==> src/rtl/id_ex_stage_if.sv <==
// ID/EX stage bundle: decode fields, pipeline control, forwarding sources and EX-side results.
// The master drives decode and forwarding inputs; the slave is the ID/EX stage itself.
interface id_ex_stage_if;
    logic        id_valid;
    logic [31:0] id_pc;
    logic [4:0]  id_rs1;
    logic [4:0]  id_rs2;
    logic [4:0]  id_rd;
    logic [31:0] id_rs1_data;
    logic [31:0] id_rs2_data;
    logic [31:0] id_imm;
    logic [3:0]  id_alu_ctrl;
    logic        id_alu_src;
    logic        id_a_pc;
    logic        id_reg_write;
    logic        id_mem_read;
    logic        id_mem_write;

    logic        stall;
    logic        flush;

    logic        mem_reg_write;
    logic [4:0]  mem_rd;
    logic [31:0] mem_result;
    logic        wb_reg_write;
    logic [4:0]  wb_rd;
    logic [31:0] wb_data;

    logic [31:0] alu_a;
    logic [31:0] alu_b;
    logic [3:0]  alu_ctrl;
    logic        ex_valid;
    logic        ex_reg_write;
    logic        ex_mem_read;
    logic        ex_mem_write;
    logic [4:0]  ex_rd;
    logic [31:0] ex_pc;
    logic [31:0] ex_store_data;
    logic        ex_illegal;
    logic        load_use_hazard;

    modport master (
        output id_valid, id_pc, id_rs1, id_rs2, id_rd, id_rs1_data, id_rs2_data, id_imm,
               id_alu_ctrl, id_alu_src, id_a_pc, id_reg_write, id_mem_read, id_mem_write,
               stall, flush, mem_reg_write, mem_rd, mem_result, wb_reg_write, wb_rd, wb_data,
        input  alu_a, alu_b, alu_ctrl, ex_valid, ex_reg_write, ex_mem_read, ex_mem_write,
               ex_rd, ex_pc, ex_store_data, ex_illegal, load_use_hazard
    );

    modport slave (
        input  id_valid, id_pc, id_rs1, id_rs2, id_rd, id_rs1_data, id_rs2_data, id_imm,
               id_alu_ctrl, id_alu_src, id_a_pc, id_reg_write, id_mem_read, id_mem_write,
               stall, flush, mem_reg_write, mem_rd, mem_result, wb_reg_write, wb_rd, wb_data,
        output alu_a, alu_b, alu_ctrl, ex_valid, ex_reg_write, ex_mem_read, ex_mem_write,
               ex_rd, ex_pc, ex_store_data, ex_illegal, load_use_hazard
    );
endinterface

==> src/rtl/id_ex_stage.sv <==
// ID/EX pipeline register with capture-time regfile bypass, EX operand forwarding,
// load-use hazard detection and illegal ALU-code sanitising.
module id_ex_stage (
    input  logic          clk,
    input  logic          rst_n,
    id_ex_stage_if.slave  bus
);
    typedef struct packed {
        logic        valid;
        logic [31:0] pc;
        logic [4:0]  rs1;
        logic [4:0]  rs2;
        logic [4:0]  rd;
        logic [31:0] rs1_data;
        logic [31:0] rs2_data;
        logic [31:0] imm;
        logic [3:0]  alu_ctrl;
        logic        alu_src;
        logic        a_pc;
        logic        reg_write;
        logic        mem_read;
        logic        mem_write;
        logic        illegal;
    } id_ex_t;

    id_ex_t      q;
    id_ex_t      captured;
    logic        legal;
    logic        hazard;
    logic [31:0] rs1_fwd;
    logic [31:0] rs2_fwd;

    function automatic logic [31:0] forward(
        input logic [4:0]  r,
        input logic [31:0] reg_data,
        input logic        m_we,
        input logic [4:0]  m_rd,
        input logic [31:0] m_val,
        input logic        w_we,
        input logic [4:0]  w_rd,
        input logic [31:0] w_val
    );
        if (m_we && (m_rd != 5'd0) && (m_rd == r))
            return m_val;
        else if (w_we && (w_rd != 5'd0) && (w_rd == r))
            return w_val;
        else
            return reg_data;
    endfunction

    always_comb begin
        legal = 1'b0;
        case (bus.id_alu_ctrl)
            4'b0000, 4'b1000, 4'b0111, 4'b0110,
            4'b0100, 4'b0001, 4'b0101, 4'b0010: legal = 1'b1;
            default:                            legal = 1'b0;
        endcase
    end

    // The regfile writes this same cycle, so a WB match must override the stale read data.
    always_comb begin
        captured           = '0;
        captured.valid     = 1'b1;
        captured.pc        = bus.id_pc;
        captured.rs1       = bus.id_rs1;
        captured.rs2       = bus.id_rs2;
        captured.rd        = bus.id_rd;
        captured.rs1_data  = (bus.wb_reg_write && (bus.wb_rd != 5'd0) && (bus.wb_rd == bus.id_rs1))
                             ? bus.wb_data : bus.id_rs1_data;
        captured.rs2_data  = (bus.wb_reg_write && (bus.wb_rd != 5'd0) && (bus.wb_rd == bus.id_rs2))
                             ? bus.wb_data : bus.id_rs2_data;
        captured.imm       = bus.id_imm;
        captured.alu_ctrl  = legal ? bus.id_alu_ctrl : 4'b0000;
        captured.alu_src   = bus.id_alu_src;
        captured.a_pc      = bus.id_a_pc;
        captured.reg_write = bus.id_reg_write & legal;
        captured.mem_read  = bus.id_mem_read & legal;
        captured.mem_write = bus.id_mem_write & legal;
        captured.illegal   = ~legal;
    end

    assign hazard = q.valid & q.mem_read & (q.rd != 5'd0) & bus.id_valid &
                    ((q.rd == bus.id_rs1) |
                     ((q.rd == bus.id_rs2) & (~bus.id_alu_src | bus.id_mem_write)));

    always_ff @(posedge clk or negedge rst_n) begin
        if (!rst_n)
            q <= '0;
        else if (bus.flush)
            q <= '0;
        else if (bus.stall)
            q <= q;
        else if (hazard || !bus.id_valid)
            q <= '0;
        else
            q <= captured;
    end

    // Forwarding stays live during stall so a held instruction picks up late producers.
    assign rs1_fwd = forward(q.rs1, q.rs1_data, bus.mem_reg_write, bus.mem_rd, bus.mem_result,
                             bus.wb_reg_write, bus.wb_rd, bus.wb_data);
    assign rs2_fwd = forward(q.rs2, q.rs2_data, bus.mem_reg_write, bus.mem_rd, bus.mem_result,
                             bus.wb_reg_write, bus.wb_rd, bus.wb_data);

    assign bus.alu_a           = q.a_pc ? q.pc : rs1_fwd;
    assign bus.alu_b           = q.alu_src ? q.imm : rs2_fwd;
    assign bus.alu_ctrl        = q.alu_ctrl;
    assign bus.ex_store_data   = rs2_fwd;
    assign bus.ex_valid        = q.valid;
    assign bus.ex_reg_write    = q.reg_write;
    assign bus.ex_mem_read     = q.mem_read;
    assign bus.ex_mem_write    = q.mem_write;
    assign bus.ex_rd           = q.rd;
    assign bus.ex_pc           = q.pc;
    assign bus.ex_illegal      = q.illegal;
    assign bus.load_use_hazard = hazard;
endmodule

==> src/flat_wrapper.sv <==
// flat-port wrapper written by rule: the top's interface ports become plain ports
module id_ex_stage_flat 
  (clk, rst_n, bus_id_valid, bus_id_pc, bus_id_rs1, bus_id_rs2, bus_id_rd, bus_id_rs1_data, bus_id_rs2_data, bus_id_imm, bus_id_alu_ctrl, bus_id_alu_src, bus_id_a_pc, bus_id_reg_write, bus_id_mem_read, bus_id_mem_write, bus_stall, bus_flush, bus_mem_reg_write, bus_mem_rd, bus_mem_result, bus_wb_reg_write, bus_wb_rd, bus_wb_data, bus_alu_a, bus_alu_b, bus_alu_ctrl, bus_ex_valid, bus_ex_reg_write, bus_ex_mem_read, bus_ex_mem_write, bus_ex_rd, bus_ex_pc, bus_ex_store_data, bus_ex_illegal, bus_load_use_hazard);
  id_ex_stage_if bus_i ();
  input  logic clk;
  input  logic rst_n;
  input wire logic [$bits(bus_i.id_valid)-1:0] bus_id_valid;
  input wire logic [$bits(bus_i.id_pc)-1:0] bus_id_pc;
  input wire logic [$bits(bus_i.id_rs1)-1:0] bus_id_rs1;
  input wire logic [$bits(bus_i.id_rs2)-1:0] bus_id_rs2;
  input wire logic [$bits(bus_i.id_rd)-1:0] bus_id_rd;
  input wire logic [$bits(bus_i.id_rs1_data)-1:0] bus_id_rs1_data;
  input wire logic [$bits(bus_i.id_rs2_data)-1:0] bus_id_rs2_data;
  input wire logic [$bits(bus_i.id_imm)-1:0] bus_id_imm;
  input wire logic [$bits(bus_i.id_alu_ctrl)-1:0] bus_id_alu_ctrl;
  input wire logic [$bits(bus_i.id_alu_src)-1:0] bus_id_alu_src;
  input wire logic [$bits(bus_i.id_a_pc)-1:0] bus_id_a_pc;
  input wire logic [$bits(bus_i.id_reg_write)-1:0] bus_id_reg_write;
  input wire logic [$bits(bus_i.id_mem_read)-1:0] bus_id_mem_read;
  input wire logic [$bits(bus_i.id_mem_write)-1:0] bus_id_mem_write;
  input wire logic [$bits(bus_i.stall)-1:0] bus_stall;
  input wire logic [$bits(bus_i.flush)-1:0] bus_flush;
  input wire logic [$bits(bus_i.mem_reg_write)-1:0] bus_mem_reg_write;
  input wire logic [$bits(bus_i.mem_rd)-1:0] bus_mem_rd;
  input wire logic [$bits(bus_i.mem_result)-1:0] bus_mem_result;
  input wire logic [$bits(bus_i.wb_reg_write)-1:0] bus_wb_reg_write;
  input wire logic [$bits(bus_i.wb_rd)-1:0] bus_wb_rd;
  input wire logic [$bits(bus_i.wb_data)-1:0] bus_wb_data;
  output wire logic [$bits(bus_i.alu_a)-1:0] bus_alu_a;
  output wire logic [$bits(bus_i.alu_b)-1:0] bus_alu_b;
  output wire logic [$bits(bus_i.alu_ctrl)-1:0] bus_alu_ctrl;
  output wire logic [$bits(bus_i.ex_valid)-1:0] bus_ex_valid;
  output wire logic [$bits(bus_i.ex_reg_write)-1:0] bus_ex_reg_write;
  output wire logic [$bits(bus_i.ex_mem_read)-1:0] bus_ex_mem_read;
  output wire logic [$bits(bus_i.ex_mem_write)-1:0] bus_ex_mem_write;
  output wire logic [$bits(bus_i.ex_rd)-1:0] bus_ex_rd;
  output wire logic [$bits(bus_i.ex_pc)-1:0] bus_ex_pc;
  output wire logic [$bits(bus_i.ex_store_data)-1:0] bus_ex_store_data;
  output wire logic [$bits(bus_i.ex_illegal)-1:0] bus_ex_illegal;
  output wire logic [$bits(bus_i.load_use_hazard)-1:0] bus_load_use_hazard;
  assign bus_i.id_valid = bus_id_valid;
  assign bus_i.id_pc = bus_id_pc;
  assign bus_i.id_rs1 = bus_id_rs1;
  assign bus_i.id_rs2 = bus_id_rs2;
  assign bus_i.id_rd = bus_id_rd;
  assign bus_i.id_rs1_data = bus_id_rs1_data;
  assign bus_i.id_rs2_data = bus_id_rs2_data;
  assign bus_i.id_imm = bus_id_imm;
  assign bus_i.id_alu_ctrl = bus_id_alu_ctrl;
  assign bus_i.id_alu_src = bus_id_alu_src;
  assign bus_i.id_a_pc = bus_id_a_pc;
  assign bus_i.id_reg_write = bus_id_reg_write;
  assign bus_i.id_mem_read = bus_id_mem_read;
  assign bus_i.id_mem_write = bus_id_mem_write;
  assign bus_i.stall = bus_stall;
  assign bus_i.flush = bus_flush;
  assign bus_i.mem_reg_write = bus_mem_reg_write;
  assign bus_i.mem_rd = bus_mem_rd;
  assign bus_i.mem_result = bus_mem_result;
  assign bus_i.wb_reg_write = bus_wb_reg_write;
  assign bus_i.wb_rd = bus_wb_rd;
  assign bus_i.wb_data = bus_wb_data;
  assign bus_alu_a = bus_i.alu_a;
  assign bus_alu_b = bus_i.alu_b;
  assign bus_alu_ctrl = bus_i.alu_ctrl;
  assign bus_ex_valid = bus_i.ex_valid;
  assign bus_ex_reg_write = bus_i.ex_reg_write;
  assign bus_ex_mem_read = bus_i.ex_mem_read;
  assign bus_ex_mem_write = bus_i.ex_mem_write;
  assign bus_ex_rd = bus_i.ex_rd;
  assign bus_ex_pc = bus_i.ex_pc;
  assign bus_ex_store_data = bus_i.ex_store_data;
  assign bus_ex_illegal = bus_i.ex_illegal;
  assign bus_load_use_hazard = bus_i.load_use_hazard;
  id_ex_stage u_core (.clk(clk), .rst_n(rst_n), .bus(bus_i));
endmodule
==> config.mk <==
export PLATFORM = sky130hd
export DESIGN_NAME = id_ex_stage_flat
export DESIGN_NICKNAME = d
export VERILOG_FILES = /design/src/rtl/id_ex_stage_if.sv /design/src/rtl/id_ex_stage.sv /design/src/flat_wrapper.sv
export SDC_FILE = /design/constraint.sdc
export NUM_CORES = 1
export LEC_CHECK = 0
export BUFFER_PORTS_ARGS = -buffer_cell sky130_fd_sc_hd__buf_2
export CORE_MARGIN = 5
export CORE_UTILIZATION = 35
export CTS_CLUSTER_SIZE = 16
export DETAILED_ROUTE_END_ITERATION = 7
export GPL_TIMING_DRIVEN = 1
export RECOVER_POWER = 25
export SYNTH_ARGS = -nofsm -noshare
export SYNTH_HDL_FRONTEND = slang
export SYNTH_SLANG_ARGS = --single-unit
==> constraint.sdc <==
create_clock -name clk -period 3.01 [get_ports clk]
set_input_delay 0.1505 -clock clk [delete_from_list [all_inputs] [get_ports clk]]
set_output_delay 0.1505 -clock clk [all_outputs]
set_load 0.03 [all_outputs]
==> results.yml <==
min_path:
  min_delay_path_depth: 3
  hold_path.class: "primary input to register"
detailed_routing:
  drc: 0
  first_pass_iters: 7
  drt_iter0_markers: 558
  via_count: 9076
  vias_per_cell: 5.43
  routedWlPerCell_um: 22.3
  wl_um: 37200
  ant_nets: 0
placed_design:
  dpl_cell_area_sq_um: 11100
  dp_hpwl_um: 25900
  gp_congestion: 0.888
  port_buffers: 375
layout:
  regArea_sq_um: 3850
  nets: 1558
  final_area_sq_um: 12500
  fillers: 2447
  multi_input_area_sq_um: 4640
  drive_gt1_share_pct: 33.0
  area_delta_synth_final_pct: 38.6
critical_path:
  slowest_delay_ns: 0.43
  crit_path_end_kind: "output pin"
  cp.required_ns: 2.86
  path_buf_inv: 2
  ff2ff_setup_slack_ns: 0.64
  crit_type: "register to output pin"
  critPathTopFamily: "compound AO/OA/AOI/OAI gates"
  timing.critical_path.from_type: "register"
  crit_fanout: 12
  crit_cells: 7
  crit_slowest_cell: "dfrtp_1"
  r2r_cells: 6
  crit_path_cell_trace: "xnor2_1 > nand3_4 > buf_4 > o31a_1 > a211oi_1 > o31ai_1 > buf_2"
  crit_arrival_ns: 2.70
floorplanning:
  ios: 376
  die_x_um: 171
  core_area_sq_um: 25300
  initial_core_util_pct: 35.7
  rows: 58
  die_h_um: 171
  dieArea_sq_um: 29200
yosys:
  syn_area_per_cell_sq_um: 9.68
  synth_edf_count: 0
  async_reset_ff_share_pct: 100
  synth_area_leaders: "dfrtp_1 43%, mux2i_1 11%, a22o_1 7.8%"
  yosys.area.top_type: "dfrtp_1"
  synth_nets: 1168
  syn_area_sq_um: 9050
  synth_commonest_cells: "154 x dfrtp_1, 100 x nand2_1, 96 x mux2i_1, 81 x a22o_1, 70 x nor2_1"
  yosys_most_used_dff: "dfrtp_1"
  seq_area_frac_synth_pct: 42.6
  synth_cells: 935
  ys_types: 40
  synthDominantCellAreaShare_pct: 42.6
  synth-seq-cells: 154
  yosysWarningCount: 0
  yosysMostFrequentCell: "dfrtp_1"
power_and_ir_drop:
  powerDensity_nw_per_um2: 455
  p_leak_uw: 0.00583
  vdd_drop_max_mv: 0.285
grt:
  grt_overflow: 0
  grt_use_total_pct: 24.8
  grt_max_degree: 113
  grt_pass1_vias: 9618
  antenna_found_initial: 1
  grt_pass1_wl_um: 56100
timing:
  setup_viol: 0
  post-route-min-period_ns: 2.85
  relSlewSlack_pct: -28.9
  timing.final.crit_share_pct: 94.8
  setup_tns_ns: 0
  finalHoldViolations: 0
  max_freq_ghz: 0.351
  worstMarginPinSlew_ns: 1.93
  clock_skew_ns: 0.0155
  drv_slew: 73
  rsz0062_at_grt: "false"
cts:
  clock-sinks: 154
  clk_latency_ns: 0.42
  cts_tree: "yes"
  cts_max_level: 4
  cts-root-buf: "clkbuf_16"
  clkTransAtPathRegs_ns: 0.07
  cts_inserted_buffers: 17
  clock_path_buffers: 2
run:
  maxCapViolations: 1
status:
  outcome: "finished, violations left"
  violations: "max-capacitance violations, max-slew violations"
registers in the layout, indices dropped and copies added (netlist names):
| register | flops |
|---|---|
| u_core.bus.ex_valid | 1 |
| u_core.q | 108 |
| u_core.bus.alu_ctrl | 4 |
| u_core.bus.ex_rd | 5 |
| u_core.bus.ex_mem_write | 1 |
| u_core.bus.ex_pc | 32 |
| u_core.bus.ex_reg_write | 1 |
| u_core.bus.ex_illegal | 1 |
| u_core.bus.ex_mem_read | 1 |
metrics by stage:
step	total power, uW	util (%)	hold WS [ns]	worst slack [ns]	cells
5_1_grt	5930	49.5	0.00699	0.00748	1669
3_3_place_gp	3370	43.7	0.227	0.388	1548
2_1_floorplan	2880	-	-0.145	0.450	935
4_1_cts	5770	49.6	0.000859	0.0389	1667
3_5_place_dp	3380	43.7	0.233	0.372	1548
6_report	5700	49.6	0.0106	0.158	1671
area by class of cell:
type	instances	share of cell area, %
sequential	154	30.7
timing repair buffer	495	23.9
tap	330	3.29
inverter	4	0.120
multi-input combinational	653	37.0
clock buffer	19	3.61
clock inverter	13	1.26
antenna	3	0.0598
where the power goes:
group	switching [uW]	total [uW]	internal, uW
Clock	980	2270	1290
Sequential	65.2	2210	2150
Combinational	760	1220	460
Total	1810	5700	3900
worst min-delay path: stages:
cell,delay [ns]
buf_2,0.07
mux2i_1,0.06
o21ai_1,0.11
placed cells by master, fill, tap and decap left out, types with 3 or more instances in the layout:
| master | instances |
|---|---|
| a211oi_1 | 21 |
| a211oi_2 | 11 |
| a21oi_1 | 34 |
| a22o_1 | 81 |
| a32o_1 | 7 |
| and4_1 | 3 |
| buf_12 | 5 |
| buf_2 | 334 |
| buf_4 | 30 |
| clkbuf_1 | 40 |
| clkbuf_16 | 17 |
| clkinv_4 | 3 |
| dfrtp_1 | 153 |
| diode_2 | 3 |
| dlygate4sd3_1 | 84 |
| inv_1 | 4 |
| inv_8 | 3 |
| mux2i_1 | 96 |
| nand2_1 | 99 |
| nand3_1 | 4 |
| nor2_1 | 70 |
| nor3_1 | 3 |
| nor4_4 | 3 |
| o21ai_0 | 50 |
| o21ai_1 | 16 |
| o22ai_1 | 32 |
| o31a_1 | 29 |
| o31ai_1 | 21 |
| o31ai_2 | 11 |
| xnor2_1 | 12 |
| xor2_1 | 26 |
routing by layer:
layer / vias to the layer above / part of all wire (%) / global-route usage [%]
met4: 0 / 2.8 / 8.20
met2: 427 / 48 / 41.8
met1: 4403 / 42 / 31.9
li1: 4185 / - / -
met5: - / 0 / 0
met3: 61 / 7.2 / 5.38
logic make-up after synthesis:
kind of cell	after synthesis	synth area share [%]
buffers and inverters	128	7.49
xor gates and xnor gates	40	3.87
and+or+nand+nor	196	9.09
AOI/OAI and AO/OA	321	26.4
DFF	154	42.6
muxes	96	10.6
path summary, 6_finish.rpt:
kind / start / endpoint
worst max-delay path: u_core.q[114]$_DFFE_PN0P_ / bus_alu_b[0]
worst min-delay path: bus_id_rs2_data[15] / u_core.q[57]$_DFFE_PN0P_
worst max register to register: u_core.bus.ex_rd[4]$_DFFE_PN0P_ / u_core.q[68]$_DFFE_PN0P_
worst min register to register: u_core.q[83]$_DFFE_PN0P_ / u_core.q[83]$_DFFE_PN0P_
max in group asynchronous: rst_n / u_core.q[56]$_DFFE_PN0P_
min in group asynchronous: rst_n / u_core.q[37]$_DFFE_PN0P_
repair_timing:
item	CTS	global route
hold buffers	84	0
setup buffers	3	1
pin swaps	1	1
gates resized for setup	2	5
hold endpoints to repair	154	0
setup endpoints to repair	27	23
Note: power is estimated with default switching activity, not from simulation.
